<file path="config.mk">
export PLATFORM = sky130hd
export DESIGN_NAME = prog_freq_divider
export DESIGN_NICKNAME = d
export VERILOG_FILES = /design/src/rtl/prog_freq_divider.sv
export SDC_FILE = /design/constraint.sdc
export NUM_CORES = 1
export LEC_CHECK = 0
export CAP_MARGIN = 40
export CORE_MARGIN = 3
export CORE_UTILIZATION = 50
export CTS_CLUSTER_SIZE = 10
export DETAILED_ROUTE_END_ITERATION = 8
export PLACE_DENSITY = 0.74
export SETUP_SLACK_MARGIN = 0.2
export SYNTH_ARGS = -nofsm -noshare
export SYNTH_HDL_FRONTEND = slang
export SYNTH_SLANG_ARGS = --single-unit
export TNS_END_PERCENT = 100
</file>
<file path="constraint.sdc">
create_clock -name clk_in -period 7.2 [get_ports clk_in]
set_input_delay 1.44 -clock clk_in [delete_from_list [all_inputs] [get_ports clk_in]]
set_output_delay 1.44 -clock clk_in [all_outputs]
set_load 0.02 [all_outputs]
</file>
<file path="src/rtl/prog_freq_divider.sv">
// prog_freq_divider: runtime-programmable integer clock divider.
// The divisor is loaded through a valid/ready handshake. A new divisor takes
// effect only at a period boundary, or one edge later when idle, so clk_out
// never produces a runt pulse. Dropping en lets the current period finish.
// Optional build macro FDIV_ODD_HALF_EN adds a negedge stage that gives odd
// divisors a 50% duty cycle.
module prog_freq_divider #(
    parameter int W       = 10,
    parameter int DIV_RST = 7
) (
    input  logic         clk_in,
    input  logic         rst,
    input  logic         en,
    input  logic [W-1:0] div_i,
    input  logic         div_vld,
    output logic         div_rdy,
    output logic [W-1:0] div_cur,
    output logic         clk_out,
    output logic         tick
);

    localparam logic [W-1:0] ZERO_C    = {W{1'b0}};
    localparam logic [W-1:0] ONE_C     = W'(1);
    localparam logic [W-1:0] TWO_C     = W'(2);
    localparam logic [W-1:0] DIV_RST_C = W'(DIV_RST);

    typedef enum logic [0:0] {
        ST_IDLE = 1'b0,
        ST_RUN  = 1'b1
    } state_t;

    // Divisors below 2 cannot form a period with both phases, so store 2.
    function automatic logic [W-1:0] clamp_div(input logic [W-1:0] d);
        if (d < TWO_C) begin
            return TWO_C;
        end else begin
            return d;
        end
    endfunction

    state_t         state_r;
    state_t         state_nxt_s;
    logic [W-1:0]   cnt_r;
    logic [W-1:0]   pend_r;
    logic           pend_vld_r;
    logic [W-1:0]   div_cur_r;
    logic           clk_p_r;
    logic           tick_r;

    logic [W-1:0]   cnt_nxt_s;
    logic           clk_p_nxt_s;
    logic           tick_nxt_s;
    logic           apply_s;
    logic           load_acc_s;
    logic           last_s;
    logic [W-1:0]   cnt_inc_s;
    logic [W-1:0]   half_s;

    // cnt never exceeds N-1 because the divisor only changes at cnt 0.
    assign last_s     = (cnt_r >= (div_cur_r - ONE_C));
    assign cnt_inc_s  = cnt_r + ONE_C;
    assign half_s     = div_cur_r >> 1;
    assign load_acc_s = div_vld & ~pend_vld_r;

    // State register.
    always_ff @(posedge clk_in or posedge rst) begin
        if (rst) begin
            state_r <= ST_IDLE;
        end else begin
            state_r <= state_nxt_s;
        end
    end

    // Next state: start on en in IDLE, stop only at the end of a period.
    always_comb begin
        state_nxt_s = state_r;
        case (state_r)
            ST_IDLE: begin
                if (en) begin
                    state_nxt_s = ST_RUN;
                end else begin
                    state_nxt_s = ST_IDLE;
                end
            end
            ST_RUN: begin
                if (last_s && !en) begin
                    state_nxt_s = ST_IDLE;
                end else begin
                    state_nxt_s = ST_RUN;
                end
            end
            default: state_nxt_s = ST_IDLE;
        endcase
    end

    // Per-state counter, output phase and divisor-apply decisions.
    always_comb begin
        cnt_nxt_s   = ZERO_C;
        clk_p_nxt_s = 1'b0;
        tick_nxt_s  = 1'b0;
        apply_s     = 1'b0;
        case (state_r)
            ST_IDLE: begin
                apply_s = pend_vld_r;
                if (en) begin
                    clk_p_nxt_s = 1'b1;
                    tick_nxt_s  = 1'b1;
                end else begin
                    clk_p_nxt_s = 1'b0;
                    tick_nxt_s  = 1'b0;
                end
            end
            ST_RUN: begin
                if (!last_s) begin
                    cnt_nxt_s   = cnt_inc_s;
                    clk_p_nxt_s = (cnt_inc_s < half_s);
                end else if (en) begin
                    clk_p_nxt_s = 1'b1;
                    tick_nxt_s  = 1'b1;
                    apply_s     = pend_vld_r;
                end else begin
                    clk_p_nxt_s = 1'b0;
                end
            end
            default: begin
                cnt_nxt_s   = ZERO_C;
                clk_p_nxt_s = 1'b0;
            end
        endcase
    end

    // Counter and registered outputs.
    always_ff @(posedge clk_in or posedge rst) begin
        if (rst) begin
            cnt_r   <= ZERO_C;
            clk_p_r <= 1'b0;
            tick_r  <= 1'b0;
        end else begin
            cnt_r   <= cnt_nxt_s;
            clk_p_r <= clk_p_nxt_s;
            tick_r  <= tick_nxt_s;
        end
    end

    // Divisor handshake: an accepted load outranks the apply-clear of pend_vld.
    always_ff @(posedge clk_in or posedge rst) begin
        if (rst) begin
            div_cur_r  <= DIV_RST_C;
            pend_r     <= ZERO_C;
            pend_vld_r <= 1'b0;
        end else begin
            if (apply_s) begin
                div_cur_r  <= pend_r;
                pend_vld_r <= 1'b0;
            end else begin
                div_cur_r  <= div_cur_r;
            end
            if (load_acc_s) begin
                pend_r     <= clamp_div(div_i);
                pend_vld_r <= 1'b1;
            end else begin
                pend_r     <= pend_r;
            end
        end
    end

`ifdef FDIV_ODD_HALF_EN
    logic clk_n_r;

    // Half-cycle delayed copy of clk_p stretches odd high phases by half a cycle.
    always_ff @(negedge clk_in or posedge rst) begin
        if (rst) begin
            clk_n_r <= 1'b0;
        end else begin
            clk_n_r <= clk_p_r;
        end
    end

    assign clk_out = clk_p_r | (div_cur_r[0] & clk_n_r);
`else
    assign clk_out = clk_p_r;
`endif

    assign div_rdy = ~pend_vld_r;
    assign div_cur = div_cur_r;
    assign tick    = tick_r;

endmodule

</file>
* Word-level counts from Yosys, hierarchy flattened
Cells that the tools add are included.
** Word-level totals
- Logic and storage cells :: 33
- Output and inout port bits :: 13
- Register bits :: 34
** Cells by class
- Bitwise gates (word level) :: 3
- Reduce and logical (&&, ||, !) cells :: 3
- $add $sub $neg :: 2
- Multiplexer cells :: 15
- Order comparisons :: 3
** Operators with widths (number)
- $mux 10 :: 3
- $add 10x1->10 const B :: 1
- $ge 10x10->1 :: 1
- $lt 10x2->1 const B :: 1
- $lt 10x9->1 :: 1
- $sub 10x1->10 const B :: 1
- $mux 1 :: 8
- $pmux 1 s2 :: 4
- $not 1->1 :: 2
- $reduce_bool 2->1 :: 1
- $and 1x1->1 :: 1
- $logic_and 1x1->1 :: 1
- $logic_not 1->1 :: 1

* Logic depth before layout (Yosys ltp)
- Depth in word-level cells :: 6
- Depth in mapped cells :: 12
- Gate-level depth less buffers :: 11

* Worst setup path after synthesis
Ideal clock, no wire load.
- Path type :: register -> register
- Start point :: register div_cur_r[5] (netlist: div_cur[5])
- End point :: register div_cur_r[3] (netlist: div_cur[3])
- Arrival time :: 2.622 ns
- Path slack :: 4.454 ns
- Setup time :: 0.125 ns
- Cell stages (with the launch flop) :: 12
- Clock period less this slack :: 2.746 ns
- Buffers on the path :: 1
- Cell sequence :: dfrtp_1 > nor4_1 > nand2_1 > nor3_1 > xnor2_1 > ha_1 > a21o_1 > a211oi_1 > or2_2 > o31a_2 > buf_6 > mux2_2
** Between the ends
- Word-level cells in the longest chain between the ends :: 4
** Ends and longest elaborated chain
- start, declared :: line 46 : logic [W-1:0] div_cur_r;
- start signal, assigned :: line 153 : div_cur_r <= pend_r;
- start signal, assigned :: line 156 : div_cur_r <= div_cur_r;
- $sub 10x1->10 :: line 60 : assign last_s = (cnt_r >= (div_cur_r - ONE_C));
- $ge 10x10->1 :: line 60
- $mux 1 :: line 114 : if (!last_s) begin
- $pmux 1 s2 :: line 102 : case (state_r)
Every way passes these cells.
A chain may end at the register's enable or synchronous reset.

* Final worst setup path
- Start point :: register div_cur_r[5] (netlist: div_cur[5])
- End point :: register div_cur_r[6] (netlist: div_cur[6])
Same word-level chain as after synthesis.

==> flow_summary.toml <==
[sta]
finalSetupTns_ns = 0
grt_setup_unrepaired = "no"
skew_ns = 0.00836
fmax_mhz = 328
max_slew_margin_pct = 40.3
period_minus_slack_ns = 3.05
fin_crit_sh_pct = 42.3
setup_ws_ns = 4.15
max_slew.worst_pin.slew_ns = 0.894
maxSlewViolCount = 0
hold_viol = 0
setup_violations = 0

[floorplanning]
die_y_um = 68.4
dieArea_um2 = 4670
io_pins = 27
die_w_um = 68.4
coreArea_um2 = 3720
rows = 22
initial_utilization_pct = 52.3

[global_routing]
grt_max_degree = 35
first_global_vias = 1355
track_usage_pct = 18.5
grt_overflow = 0
antenna_found_initial = 0
grt_pass1_wl_um = 6130

[clock_network]
cts-resized-gates = 0
htree_levels = 2
cts.sink_count = 34
cts_tree = "yes"
holdBufCountCts = 0
clockBufferDepth = 2
numCtsBuffers = 5
ctsRootBufferMaster = "clkbuf_8"
clk_pin_slew_worst_paths_ns = 0.06
insertion_delay_ns = 0.29
cts_setup_buffers = 0

[logic_synthesis]
seq_area_frac_synth_pct = 44.0
yosys_warnings = 0
syn_inst = 179
syn_area_um2 = 1940
synth.avg_cell_area_um2 = 10.9
yosysTopAreaCell = "dfrtp_1"
synth.ff_latch_count = 34
synth_fp_nets = 213
ys_types = 32
yosys-top-cells-area = "dfrtp_1 40%, ha_1 13%, mux2_2 10%"
synth_top_cell_area_share_pct = 39.9

[detailed_routing]
drt-initial-drc-count = 55
wirelength_um = 3750
first_pass_iters = 4
drc_errors = 0
via_per_inst = 5.32
vias = 1382
wl_per_cell_um = 14.4
ant_nets = 0

[place]
post-place-ws_ns = 4.01
hpwl_um = 2860
io_buffer_count = 26
gp_congestion = 0.930

[setup_path]
r2r_cells = 10
cp-end-kind = "register"
critPathKind = "reg2reg"
crit_path_max_fanout = 11
crit_required_ns = 7.37
worst_ep_arrival_time_ns = 3.22
startpoint_type = "register"

[outcome]
status = "finished clean"

[pwr]
p_leak_nw = 1.08
powerDensity_nw_per_um2 = 458
ir_drop_mv = 0.251

[final_layout]
diodes = 0
drive_gt1_share_pct = 15.1
area_growth_pct = 21.0
fin_nets = 245

[hold_path]
hp-class = "reg2reg"
hold_path_depth = 1

[job]
maxCapViolCount = 0
-- state kept, by name, summed over array words and instances (netlist names) --
register	cells
clk_out	1
cnt_r	10
div_cur	10
pend_r	10
pend_vld_r	1
state_r	1
tick	1
-- critical path, cell delays in order (launching register included) --
cell and delay (ns):
dfrtp_1 0.45, nor4_1 0.40, nand2_1 0.17, nor3_1 0.20
xnor2_1 0.16, ha_1 0.27, a21o_1 0.16, a211oi_1 0.29
or2_2 0.17, o31a_2 0.30, mux2_2 0.37
-- stage by stage --
stage	area [µm²]	utilization (%)	instances	hold WS, ns	power (mW)
CTS	2350	63.3	260	0.507	1.09
global route	2350	63.3	260	0.513	1.16
finish	2350	63.3	260	0.501	1.08
detailed placement	2260	60.8	252	0.492	0.934
global placement	2260	60.8	252	0.488	0.905
floorplan	1940	-	179	0.455	0.752
-- cell usage in the layout (no fill, tap or decap), types with 2 or more instances in the layout --
master / count
dfrtp_1: 31
clkdlybuf4s50_1: 26
ha_1: 20
mux2_2: 18
inv_1: 17
xnor2_1: 15
nand3_1: 8
nand2_1: 8
nor2b_1: 6
nor2_1: 6
o21ai_0: 6
clkbuf_8: 6
a21oi_1: 4
a211oi_1: 4
nor3_1: 4
nand4_1: 4
and2b_1: 4
dfstp_2: 3
a21o_1: 2
nor4_1: 2
and2_1: 2
and4_1: 2
buf_4: 2
-- cells by family after synthesis --
group                      after synthesis  share of synthesized area [%]
buffers and inverters                   20                           4.25
adders and majority gates               20                           12.9
and+or+nand+nor                         50                           14.1
muxes                                   19                           10.9
xor gates and xnor gates                16                           7.21
DFF                                     34                           44.0
AOI/OAI and AO/OA                       20                           6.69
-- final timing paths --
kind | startpoint | end | slack (ns)
worst min-delay path | pend_r[3]$_DFFE_PP0P_ | pend_r[3]$_DFFE_PP0P_ | 0.50
worst max register to register | div_cur[5]$_DFFE_PP0P_ | div_cur[6]$_DFFE_PP0P_ | 4.15
worst min register to register | pend_r[3]$_DFFE_PP0P_ | pend_r[3]$_DFFE_PP0P_ | 0.50
min in group asynchronous | rst | cnt_r[1]$_DFF_PP0_ | 1.54
max in group asynchronous | rst | div_cur[0]$_DFFE_PP1P_ | 5.33
worst max-delay path | div_cur[5]$_DFFE_PP0P_ | div_cur[6]$_DFFE_PP0P_ | 4.15
-- cell usage after synthesis --
cell type   n
nand4_1     4
or2b_1      1
nand2b_1    1
xor2_1      1
and2_1      2
dfstp_2     3
nor2b_1     6
nand3_1     8
o21ai_0     6
o31a_2      1
clkbuf_1    2
and2b_1     4
inv_1      17
a21oi_1     4
or2_2       1
a2111oi_0   1
mux2_2     18
nor3_1      4
ha_1       20
and4_1      2
o22a_1      1
mux2i_1     1
dfrtp_1    31
nand2_1     8
xnor2_1    15
nor2_1      6
nor4_1      2
buf_6       1
a21o_1      2
and3_1      1
o21a_1      1
a211oi_1    4
-- power breakdown --
part           internal, mW  total (mW)  switching [mW]  leakage [nW]
Sequential            0.281       0.359          0.0781         0.410
Combinational         0.289       0.573           0.284         0.620
Clock                0.0771       0.146          0.0687        0.0482
-- layer usage --
metal	track usage, %	vias to the layer above	part of all wire (%)
li1	-	682	-
met4	7.69	0	2.1
met2	30.4	33	49
met3	5.91	8	5.2
met5	0	-	0
met1	22.1	659	43
-- final cells by class --
type / count / area, µm²
tap: 48 / 60.1
clock buffer: 7 / 86.3
clock inverter: 1 / 5.00
sequential: 34 / 855
fill: 313 / 1360
multi-input combinational: 125 / 1010
timing repair buffer: 28 / 275
inverter: 17 / 63.8
No activity file was read; power rests on OpenSTA's default activity.
